File: src/rtl/adbg_tap_pkg.sv
// Shared definitions for the debug JTAG TAP: state encoding, instruction codes
// and default capture/ID values.
package adbg_tap_pkg;

    typedef enum logic [3:0] {
        EX2_DR = 4'h0,
        EX1_DR = 4'h1,
        SH_DR  = 4'h2,
        PA_DR  = 4'h3,
        SEL_IR = 4'h4,
        UPD_DR = 4'h5,
        CAP_DR = 4'h6,
        SEL_DR = 4'h7,
        EX2_IR = 4'h8,
        EX1_IR = 4'h9,
        SH_IR  = 4'hA,
        PA_IR  = 4'hB,
        RTI    = 4'hC,
        UPD_IR = 4'hD,
        CAP_IR = 4'hE,
        TLR    = 4'hF
    } tap_state_t;

    localparam logic [3:0] JTAG_EXTEST         = 4'b0000;
    localparam logic [3:0] JTAG_SAMPLE_PRELOAD = 4'b0001;
    localparam logic [3:0] JTAG_IDCODE         = 4'b0010;
    localparam logic [3:0] JTAG_DEBUG          = 4'b1000;
    localparam logic [3:0] JTAG_MBIST          = 4'b1001;
    localparam logic [3:0] JTAG_BYPASS         = 4'b1111;

    localparam logic [3:0]  IR_CAPTURE_DEFAULT   = 4'b0101;
    localparam logic [31:0] IDCODE_VALUE_DEFAULT = 32'h149511C3;

endpackage

File: src/rtl/adbg_tap_fsm.sv
// IEEE 1149.1 TAP state machine with registered state and combinational
// state decodes.
module adbg_tap_fsm
    import adbg_tap_pkg::*;
(
    input  logic tck,
    input  logic rst,
    input  logic tms,
    output logic tlr,
    output logic capture_dr,
    output logic shift_dr,
    output logic pause_dr,
    output logic update_dr,
    output logic capture_ir,
    output logic shift_ir,
    output logic update_ir,
    output logic enter_tlr
);

    tap_state_t state, state_next;

    always_ff @(posedge tck or posedge rst) begin
        if (rst) state <= TLR;
        else     state <= state_next;
    end

    always_comb begin
        state_next = state;
        case (state)
            TLR:    state_next = tms ? TLR    : RTI;
            RTI:    state_next = tms ? SEL_DR : RTI;
            SEL_DR: state_next = tms ? SEL_IR : CAP_DR;
            CAP_DR: state_next = tms ? EX1_DR : SH_DR;
            SH_DR:  state_next = tms ? EX1_DR : SH_DR;
            EX1_DR: state_next = tms ? UPD_DR : PA_DR;
            PA_DR:  state_next = tms ? EX2_DR : PA_DR;
            EX2_DR: state_next = tms ? UPD_DR : SH_DR;
            UPD_DR: state_next = tms ? SEL_DR : RTI;
            SEL_IR: state_next = tms ? TLR    : CAP_IR;
            CAP_IR: state_next = tms ? EX1_IR : SH_IR;
            SH_IR:  state_next = tms ? EX1_IR : SH_IR;
            EX1_IR: state_next = tms ? UPD_IR : PA_IR;
            PA_IR:  state_next = tms ? EX2_IR : PA_IR;
            EX2_IR: state_next = tms ? UPD_IR : SH_IR;
            UPD_IR: state_next = tms ? SEL_DR : RTI;
            default: state_next = TLR;
        endcase
    end

    // Decodes come straight from the state register so they stay clean for the whole cycle
    assign tlr        = (state == TLR);
    assign capture_dr = (state == CAP_DR);
    assign shift_dr   = (state == SH_DR);
    assign pause_dr   = (state == PA_DR);
    assign update_dr  = (state == UPD_DR);
    assign capture_ir = (state == CAP_IR);
    assign shift_ir   = (state == SH_IR);
    assign update_ir  = (state == UPD_IR);
    assign enter_tlr  = (state_next == TLR);

endmodule

File: src/rtl/adbg_jtag_tap.sv
// Debug JTAG TAP: instruction register, IDCODE/BYPASS data registers and the
// TDO mux that splices in the debug top-level chain.
module adbg_jtag_tap
    import adbg_tap_pkg::*;
#(
    parameter int unsigned             IR_LENGTH    = 4,
    parameter logic [31:0]             IDCODE_VALUE = IDCODE_VALUE_DEFAULT,
    parameter logic [IR_LENGTH-1:0]    IR_CAPTURE   = IR_CAPTURE_DEFAULT
) (
    input  logic tck_i,
    input  logic rst_i,
    input  logic tms_i,
    input  logic tdi_i,
    output logic tdo_o,
    output logic tdo_oe_o,
    input  logic debug_tdo_i,
    output logic tlr_o,
    output logic capture_dr_o,
    output logic shift_dr_o,
    output logic pause_dr_o,
    output logic update_dr_o,
    output logic debug_select_o
);

    logic                 tlr, capture_ir, shift_ir, update_ir, enter_tlr;
    logic [IR_LENGTH-1:0] ir, ir_shift;
    logic [31:0]          idcode_sr;
    logic                 bypass;
    logic                 is_idcode, is_debug;
    logic                 tdo_mux;

    adbg_tap_fsm u_fsm (
        .tck        (tck_i),
        .rst        (rst_i),
        .tms        (tms_i),
        .tlr        (tlr),
        .capture_dr (capture_dr_o),
        .shift_dr   (shift_dr_o),
        .pause_dr   (pause_dr_o),
        .update_dr  (update_dr_o),
        .capture_ir (capture_ir),
        .shift_ir   (shift_ir),
        .update_ir  (update_ir),
        .enter_tlr  (enter_tlr)
    );

    assign tlr_o = tlr | rst_i;

    always_ff @(posedge tck_i or posedge rst_i) begin
        if (rst_i)           ir_shift <= '0;
        else if (capture_ir) ir_shift <= IR_CAPTURE;
        else if (shift_ir)   ir_shift <= {tdi_i, ir_shift[IR_LENGTH-1:1]};
    end

    // IR is forced to IDCODE on the edge that enters TLR, so it is valid throughout TLR
    always_ff @(posedge tck_i or posedge rst_i) begin
        if (rst_i)          ir <= IR_LENGTH'(JTAG_IDCODE);
        else if (enter_tlr) ir <= IR_LENGTH'(JTAG_IDCODE);
        else if (update_ir) ir <= ir_shift;
    end

    assign is_idcode      = (ir == IR_LENGTH'(JTAG_IDCODE));
    assign is_debug       = (ir == IR_LENGTH'(JTAG_DEBUG));
    assign debug_select_o = is_debug;

    always_ff @(posedge tck_i or posedge rst_i) begin
        if (rst_i) begin
            idcode_sr <= '0;
            bypass    <= 1'b0;
        end else if (capture_dr_o) begin
            if (is_idcode) idcode_sr <= IDCODE_VALUE;
            bypass <= 1'b0;
        end else if (shift_dr_o) begin
            idcode_sr <= {tdi_i, idcode_sr[31:1]};
            bypass    <= tdi_i;
        end
    end

    // EXTEST, SAMPLE_PRELOAD, MBIST and unknown codes all fall through to bypass
    always_comb begin
        tdo_mux = 1'b0;
        if (shift_ir) begin
            tdo_mux = ir_shift[0];
        end else if (shift_dr_o) begin
            if (is_idcode)     tdo_mux = idcode_sr[0];
            else if (is_debug) tdo_mux = debug_tdo_i;
            else               tdo_mux = bypass;
        end
    end

    always_ff @(negedge tck_i or posedge rst_i) begin
        if (rst_i) begin
            tdo_o    <= 1'b0;
            tdo_oe_o <= 1'b0;
        end else begin
            tdo_o    <= tdo_mux;
            tdo_oe_o <= shift_ir | shift_dr_o;
        end
    end

endmodule
File: config.mk
export PLATFORM = sky130hd
export DESIGN_NAME = adbg_jtag_tap
export DESIGN_NICKNAME = d
export VERILOG_FILES = /design/src/rtl/adbg_tap_pkg.sv /design/src/rtl/adbg_tap_fsm.sv /design/src/rtl/adbg_jtag_tap.sv
export SDC_FILE = /design/constraint.sdc
export NUM_CORES = 1
export LEC_CHECK = 0
export CORE_MARGIN = 1
export CORE_UTILIZATION = 40
export CTS_BUF_LIST = sky130_fd_sc_hd__clkbuf_4
export DETAILED_ROUTE_END_ITERATION = 8
export GPL_ROUTABILITY_DRIVEN = 0
export PLACE_DENSITY = 0.61
export SYNTH_ARGS = -nofsm -noshare
export SYNTH_HDL_FRONTEND = slang
export SYNTH_SLANG_ARGS = --single-unit
export TNS_END_PERCENT = 50
File: constraint.sdc
create_clock -name tck_i -period 4.4 [get_ports tck_i]
set_clock_uncertainty 0.2 [all_clocks]
set_input_delay 0.44 -clock tck_i [delete_from_list [all_inputs] [get_ports tck_i]]
set_output_delay 0.44 -clock tck_i [all_outputs]
set_load 0.01 [all_outputs]
==> tab_implementation.tex, run 1 <==
\begin{tabular}{lr}
\hline
Metric & Value \\
\hline
\multicolumn{2}{l}{\textbf{Finish}} \\
\quad Post-layout util & 46.63\% \\
\quad Layout net count & 180 \\
\quad Most common cell after layout, fill and taps aside & sky130\_fd\_sc\_hd\_\_dfrtp\_1 \\
\quad Flip-flop and latch area & 0.001182 mm2 \\
\quad Final Non-Filler Cells & 243 \\
\quad Diodes inserted & 0 \\
\quad Total area of multi-input combinational cells & 716.9 um2 \\
\quad Most used cells in the layout excluding fill and tap cells & sky130\_fd\_sc\_hd\_\_dfrtp\_1 (40), sky130\_fd\_sc\_hd\_\_a22o\_1 (20), sky130\_fd\_sc\_hd\_\_nand2\_1 (15) \\
\quad Syn-to-layout area delta & 11.10\% \\
\quad Layout fillers & 459 \\
\quad Fraction of layout cells with a size suffix above 1 & 15.91\% \\
\multicolumn{2}{l}{\textbf{Hold path}} \\
\quad Hold/Removal Path Class & input pin to async pin \\
\multicolumn{2}{l}{\textbf{Clock network}} \\
\quad Number of clock sinks seen by CTS & 47 \\
\quad Post-cts hold buffer count & 0 \\
\quad CTS Buf Count & 5 \\
\quad Max Buffers Root-to-Sink & 2 \\
\quad Clock slew at reported path FFs & 130 ps \\
\quad CTS tree & done \\
\quad Library cell used as clock root buffer & sky130\_fd\_sc\_hd\_\_clkbuf\_4 \\
\quad Number of gates resized after cts & 0 \\
\quad Buffer count from post-CTS setup fixing & 0 \\
\quad Clock latency on the worst-skew pair & 340 ps \\
\quad Clock H-tree levels & 2 \\
\multicolumn{2}{l}{\textbf{Synthesis}} \\
\quad Combinational family with the most area after synthesis & compound AO/OA/AOI/OAI gates \\
\quad Synthesized-area fraction occupied by ao, oa, aoi and oai cells & 20.06\% \\
\quad Post-synthesis cell type count & 37 \\
\quad Sequential cell area fraction in the yosys report & 59.25\% \\
\quad Main synth FF type & sky130\_fd\_sc\_hd\_\_dfrtp\_1 \\
\quad Post-synthesis share of cell area spent on and, or, nand and nor gates & 13.73\% \\
\quad Number of synthesized register bits & 47 \\
\quad Number of flops mapped to enable cells by yosys & 0 \\
\quad Post-synthesis cell area & 0.001996 mm2 \\
\quad Post-synthesis instance total & 164 \\
\quad Fraction of registers with async set or reset after synthesis & 100.0\% \\
\quad Post-synthesis share of cell area spent on xor and xnor gates & 0\% \\
\quad Number of warnings issued by yosys & 0 \\
\quad Adder and majority cell fraction of the synthesized area & 0\% \\
\quad Net count of the mapped netlist & 169 \\
\quad Portion of netlist area occupied by mux cells & 2.132\% \\
\quad Mean Syn Cell Area & 12.17 um2 \\
\multicolumn{2}{l}{\textbf{Floorplan}} \\
\quad Starting density of the core & 41.97\% \\
\quad Floorplan Core Area & 0.004755 mm2 \\
\quad Vert. Die Dim & 72.64 um \\
\quad Die Span X & 72.64 um \\
\quad Standard-cell rows & 25 \\
\quad Number of top-level pins & 13 \\
\quad Die area & 0.005276 mm2 \\
\multicolumn{2}{l}{\textbf{Placed design}} \\
\quad Port-buffer cells & 12 \\
\quad Count of placed standard cells including taps & 235 \\
\quad Estimated wirelength of the detail-placed design & 2.230 mm \\
\multicolumn{2}{l}{\textbf{Global route}} \\
\quad Via count of the first global-routing pass & 1303 \\
\quad Initial antenna violation count & 0 \\
\quad Global-route wire length before repair & 6.003 mm \\
\quad Largest net degree at the start of global routing & 34 \\
\quad Total congestion overflow & 0 \\
\quad Combined global-route utilization of all metal layers & 14.92\% \\
\multicolumn{2}{l}{\textbf{Routing}} \\
\quad Wire per inst & 14.02 um \\
\quad \# DRC & 0 \\
\quad DRT Pass-1 Iters & 4 \\
\quad Via count normalized by instance count & 5.333 \\
\quad Final Routed Wirelength & 3.408 mm \\
\quad Number of DRC violations after detailed-routing iteration 0 & 70 \\
\quad Antenna-violating nets left & 0 \\
\quad Total via count in the routed design & 1296 \\
\multicolumn{2}{l}{\textbf{STA}} \\
\quad Worst relative slew slack & 46.73\% \\
\quad Total negative slack & 0 ps \\
\quad Hold violation count in the final report & 0 \\
\quad Tightest hold margin & 160.0 ps \\
\quad Final setup violation count & 0 \\
\quad Transition time of the tightest slew-check pin & 798.9 ps \\
\quad Unrepaired setup endpoints after global routing & no \\
\quad Max Transition Viols Final & 0 \\
\multicolumn{2}{l}{\textbf{Pwr}} \\
\quad Total power after layout & 0.001569 W \\
\quad Maximum vdd ir drop & 0.0003073 V \\
\quad Reported leakage power & 0.9863 nW \\
\quad Power density over the cells & 707.6 mW/mm2 \\
\multicolumn{2}{l}{\textbf{Critical path}} \\
\quad Critical Path Sink Type & primary output \\
\quad Number of stages on the worst setup path & 1 \\
\quad Family of cells with the greatest summed delay on the critical path & buffers and inverters \\
\quad CP Cell Sequence & clkdlybuf4s50\_1 \\
\quad Critical-path cell with the highest stage delay & sky130\_fd\_sc\_hd\_\_clkdlybuf4s50\_1 \\
\quad Top fanout value on the critical path & 1 \\
\quad Max incr delay on CP & 530 ps \\
\quad Startpoint type of the worst setup path & flop \\
\quad Cell depth of the worst flop-to-flop path & 3 \\
\quad Required time reported for the critical path endpoint & 3760 ps \\
\quad Number of buffers and inverters on the critical path & 1 \\
\quad Critical path class & flop to primary output \\
\quad Critical path arrival & 3480 ps \\
\multicolumn{2}{l}{\textbf{Flow run}} \\
\quad Max-capacitance violation count & 0 \\
\multicolumn{2}{l}{\textbf{Status}} \\
\quad Run status & complete, no violations \\
\hline
\end{tabular}
==> synth_stat cells (all sizes together) (2+ instances only) <==
cell type / instances / area [um2]
buf: 10 / 73.81
mux2i: 2 / 20.02
o22a: 12 / 107.6
dfrtn: 2 / 50.05
nor4b: 2 / 47.55
nand2b: 3 / 18.77
a21oi: 6 / 30.03
nor3: 2 / 10.01
nand2: 16 / 62.56
o21ai: 8 / 43.79
inv: 6 / 22.52
nor3b: 2 / 20.02
nor2: 14 / 62.56
nand3: 3 / 15.01
a22o: 20 / 175.2
mux2: 2 / 22.52
dfstp: 5 / 131.4
dfrtp: 40 / 1001
==> stage by stage <==
stage          worst slack, ps  area [um2]
5_1_grt                  220.2        2217
6_report                 281.5        2217
2_1_floorplan            535.3        1996
4_1_cts                  248.4        2217
3_5_place_dp             437.9        2141
3_3_place_gp             459.6        2141
==> report_power, final <==
part | internal, W | leakage, nW | switching [W] | total [W]
Sequential | 0.000642 | 0.576 | 0.000169 | 0.000811
Clock | 0.000117 | 0.0426 | 0.000128 | 0.000246
Combinational | 0.000271 | 0.368 | 0.000242 | 0.000513
==> kinds of logic (layout without fill, tap and decap cells) <==
kind of cell / count (synthesis) / in the layout
DFF: 47 / 47
buffers and inverters: 16 / 28
AOI/OAI and AO/OA: 51 / 51
muxes: 4 / 4
and+or+nand+nor: 46 / 46
==> final cells by class <==
class,count,area share [%]
flip-flops and latches,47,53.33
multi-input cells,101,32.34
repair buffers,14,6.095
well taps,67,3.781
clock inverters,3,1.749
clock buffers,5,1.693
inverters,6,1.016
==> sequential cells by signal, summed over array words and instances (netlist names) <==
| name | cells |
|---|---|
| idcode_sr | 32 |
| bypass | 1 |
| ir | 4 |
| tdo_oe_o | 1 |
| tdo_o | 1 |
| ir_shift | 4 |
| u_fsm.state | 4 |
==> worst reg2reg max path, delay by kind of cell, from the launching register on <==
family	cells	cell delay, ps
flops	1	680
simple gates	2	580
compound gates	1	190
==> worst paths after layout <==
kind / startpoint / endpoint / slack [ps]
setup / recovery: tdo_o / tdo_o / 280
hold / removal: rst_i / ir_shift[3] / 160
setup reg to reg: u_fsm.state[1] / tdo_o / 540
hold reg to reg: idcode_sr[31] / idcode_sr[31] / 300
max in group asynchronous: rst_i / tdo_o / 1430
min in group tck_i: idcode_sr[31] / idcode_sr[31] / 300
==> layer usage <==
metal	share of wire, %	wire (um)	global-route usage [%]
met4	0.88	30	4.575
met3	3.6	121	4.558
met5	0	0	0
met2	47	1617	23.68
met1	48	1639	19.73
No activity file was read; power rests on OpenSTA's default activity.
==> inputs of run 2 (changes only) <==
Settings changed: CAP_MARGIN from default to 30, HOLD_SLACK_MARGIN from default to 0.05.
==> results of run 2 <==
No change in the layout: final DEF, timing and power equal those of run 1.
==> inputs of run 3 (changes only) <==
Settings changed: ABC_AREA from default to 1, CORE_MARGIN 1 to 2, PLACE_DENSITY 0.61 to 0.6.
==> run 3 against run 2 <==
Effect of this change: first-iteration DRC count shrank 10%; final cell count grew 36%; global-route usage shrank 0.85 points; non-clock buffer count shrank 1; sequential share of layout area shrank 4.2 points; combinational power grew 35%; via count grew 20%; critical path type unchanged; largest power group unchanged; highest routed layer unchanged.
==> tab_implementation.tex, run 3 <==
\begin{tabular}{lr}
\hline
Metric & Value \\
\hline
\multicolumn{2}{l}{\textbf{Status}} \\
\quad Run status & complete, no violations \\
\multicolumn{2}{l}{\textbf{Clock network}} \\
\quad Number of clock sinks seen by CTS & 47 \\
\quad CTS tree & done \\
\quad Library cell used as clock root buffer & sky130\_fd\_sc\_hd\_\_clkbuf\_4 \\
\quad Clock slew at reported path FFs & 130 ps \\
\quad Clock H-tree levels & 2 \\
\quad CTS Buf Count & 5 \\
\quad Clock latency on the worst-skew pair & 360 ps \\
\quad Buffer count from post-CTS setup fixing & 0 \\
\quad Number of gates resized after cts & 0 \\
\quad Post-cts hold buffer count & 0 \\
\quad Max Buffers Root-to-Sink & 2 \\
\multicolumn{2}{l}{\textbf{Synthesis}} \\
\quad Main synth FF type & sky130\_fd\_sc\_hd\_\_dfrtp\_1 \\
\quad Number of warnings issued by yosys & 0 \\
\quad Post-synthesis cell area & 0.002161 mm2 \\
\quad Largest area contributor in the synthesized netlist & sky130\_fd\_sc\_hd\_\_dfrtp\_1 \\
\quad Post-synthesis instance total & 249 \\
\quad Commonest cells in the netlist & sky130\_fd\_sc\_hd\_\_dfrtp\_1 (40), sky130\_fd\_sc\_hd\_\_nand2\_1 (38), sky130\_fd\_sc\_hd\_\_inv\_1 (36), sky130\_fd\_sc\_hd\_\_nor2\_1 (36), sky130\_fd\_sc\_hd\_\_nand3\_1 (29) \\
\quad Dominant cells by area after synthesis & sky130\_fd\_sc\_hd\_\_dfrtp\_1 (46\%), sky130\_fd\_sc\_hd\_\_nand3\_1 (6.7\%), sky130\_fd\_sc\_hd\_\_nand2\_1 (6.6\%), sky130\_fd\_sc\_hd\_\_inv\_1 (6.3\%), sky130\_fd\_sc\_hd\_\_nor2\_1 (6.3\%) \\
\quad Most common cell in the netlist & sky130\_fd\_sc\_hd\_\_dfrtp\_1 \\
\quad Post-synthesis cell type count & 22 \\
\quad Number of synthesized register bits & 47 \\
\quad Net count of the mapped netlist & 254 \\
\quad Sequential cell area fraction in the yosys report & 54.72\% \\
\quad Area share of the largest cell type after synthesis & 46.32\% \\
\quad Mean Syn Cell Area & 8.678 um2 \\
\quad Number of flops mapped to enable cells by yosys & 0 \\
\quad Fraction of registers with async set or reset after synthesis & 100.0\% \\
\multicolumn{2}{l}{\textbf{Critical path}} \\
\quad CP Cell Sequence & clkdlybuf4s50\_1 \\
\quad Family of cells with the greatest summed delay on the critical path & buffers and inverters \\
\quad Required time reported for the critical path endpoint & 3760 ps \\
\quad Max incr delay on CP & 520 ps \\
\quad Critical-path cell with the highest stage delay & sky130\_fd\_sc\_hd\_\_clkdlybuf4s50\_1 \\
\quad Startpoint type of the worst setup path & flop \\
\quad Critical path arrival & 3470 ps \\
\quad Critical Path Sink Type & primary output \\
\quad Top fanout value on the critical path & 1 \\
\quad Number of buffers and inverters on the critical path & 1 \\
\quad Critical path class & flop to primary output \\
\multicolumn{2}{l}{\textbf{Global route}} \\
\quad Global-route wire length before repair & 6.727 mm \\
\quad Largest net degree at the start of global routing & 47 \\
\quad Initial antenna violation count & 0 \\
\quad Total congestion overflow & 0 \\
\quad Via count of the first global-routing pass & 1432 \\
\quad Combined global-route utilization of all metal layers & 14.07\% \\
\multicolumn{2}{l}{\textbf{STA}} \\
\quad Worst relative slew slack & 61.91\% \\
\quad Unrepaired setup endpoints after global routing & no \\
\quad Total negative slack & 0 ps \\
\quad Transition time of the tightest slew-check pin & 571.3 ps \\
\quad Final setup violation count & 0 \\
\quad Max Transition Viols Final & 0 \\
\quad Hold violation count in the final report & 0 \\
\quad Setup slack after layout & 294.6 ps \\
\multicolumn{2}{l}{\textbf{Finish}} \\
\quad Syn-to-layout area delta & 11.46\% \\
\quad Final Non-Filler Cells & 331 \\
\quad Fraction of layout cells with a size suffix above 1 & 13.41\% \\
\quad Flip-flop count of the largest register after layout & 32 \\
\quad Layout net count & 265 \\
\quad Diodes inserted & 0 \\
\quad Most common cell after layout, fill and taps aside & sky130\_fd\_sc\_hd\_\_dfrtp\_1 \\
\quad Most used cells in the layout excluding fill and tap cells & sky130\_fd\_sc\_hd\_\_dfrtp\_1 (40), sky130\_fd\_sc\_hd\_\_nand2\_1 (38), sky130\_fd\_sc\_hd\_\_nor2\_1 (36) \\
\quad Most flop-heavy register & idcode\_sr \\
\quad Post-layout util & 46.57\% \\
\multicolumn{2}{l}{\textbf{Floorplan}} \\
\quad Number of top-level pins & 13 \\
\quad Starting density of the core & 41.78\% \\
\quad Die Span X & 77.50 um \\
\quad Floorplan Core Area & 0.005172 mm2 \\
\quad Vert. Die Dim & 77.50 um \\
\quad Standard-cell rows & 26 \\
\quad Die area & 0.006006 mm2 \\
\multicolumn{2}{l}{\textbf{Routing}} \\
\quad Via count normalized by instance count & 4.701 \\
\quad DR WL met3 & 124 um \\
\quad Wire per inst & 11.71 um \\
\quad Number of DRC violations after detailed-routing iteration 0 & 63 \\
\quad \# DRC & 0 \\
\quad Final Routed Wirelength & 3.875 mm \\
\quad Total via count in the routed design & 1556 \\
\quad Highest layer used for signal routing & met4 \\
\quad DRT Pass-1 Iters & 5 \\
\quad Wire length on met1 & 2.025 mm \\
\quad Routed wire length on met2 & 1.675 mm \\
\quad Antenna-violating nets left & 0 \\
\multicolumn{2}{l}{\textbf{Hold path}} \\
\quad Hold/Removal Path Class & flop to flop \\
\multicolumn{2}{l}{\textbf{Pwr}} \\
\quad Maximum vdd ir drop & 0.0003036 V \\
\quad Total power after layout & 0.001758 W \\
\quad Power density over the cells & 730.0 mW/mm2 \\
\quad Reported leakage power & 1.162 nW \\
\multicolumn{2}{l}{\textbf{Placed design}} \\
\quad Port-buffer cells & 12 \\
\quad Estimated wirelength of the detail-placed design & 2.583 mm \\
\quad Count of placed standard cells including taps & 323 \\
\quad Post-placement worst setup slack & 667.9 ps \\
\multicolumn{2}{l}{\textbf{Flow run}} \\
\quad Max-capacitance violation count & 0 \\
\hline
\end{tabular}
==> run 3: changes by cell type after synthesis, sizes merged, moves of 3 or more <==
cell / before / now
o22ai: 0 / 9
o22a: 12 / 0
inv: 6 / 40
a21oi: 6 / 10
o21ai: 8 / 20
nand2b: 3 / 0
a22o: 20 / 0
nand3: 3 / 29
nand2: 16 / 40
nor2: 14 / 41
==> run 3: worst paths after layout <==
kind | from | to | slack (ps) | cells after the start
worst min register to register | idcode_sr[31] | idcode_sr[30] | 320 | 2
min in group asynchronous | rst_i | idcode_sr[0] | 390 | 3
worst max register to register | u_fsm.state[1] | tdo_o | 740 | 6
worst max-delay path | tdo_o | tdo_o | 290 | 1
max in group asynchronous | rst_i | tdo_oe_o | 1710 | 2
worst min-delay path | idcode_sr[31] | idcode_sr[30] | 320 | 2
==> run 3: report_power, final <==
part | internal, W | total (W) | switching (W)
clock network | 0.000184 | 0.000321 | 0.000137
logic | 0.000252 | 0.000694 | 0.000442
registers | 0.000640 | 0.000744 | 0.000103
==> run 3: area by class of cell <==
class                           instances  area, um2
Fill cell                             503       2764
Sequential cell                        47       1182
Multi-Input combinational cell        153      755.7
Inverter                               40      150.1
Timing Repair Buffer                   13      127.6
Tap cell                               70      87.58
Clock inverter                          2      60.06
Clock buffer                            6      45.04
==> run 3: metrics by stage <==
step	cell area, um2	hold slack [ps]
after floorplan	2161	269.0
after global placement	2303	279.8
after detailed placement	2303	287.5
after CTS	2409	321.3
after global routing	2409	349.6
final	2409	318.1
==> run 3: logic make-up (layout without fill, tap and decap cells) <==
kind of cell	after synthesis	after routing	share of synthesized area (%)
AO/OA/AOI/OAI	41	41	11.87
buffers and inverters	49	61	10.31
flip-flops	47	47	54.72
AND/OR/NAND/NOR	112	112	23.10
==> run 3: routing by layer <==
| metal | up-vias | track usage (%) |
|---|---|---|
| met1 | 721 | 20.44 |
| li1 | 811 | - |
| met5 | - | 0 |
| met3 | 5 | 3.605 |
| met4 | 0 | 4.286 |
| met2 | 19 | 20.70 |
==> run 3: worst min-delay path: cells and delay by family, from the launching register on <==
| kind | cells | cell delay, ps |
|---|---|---|
| simple gates | 2 | 130 |
| flops | 1 | 370 |
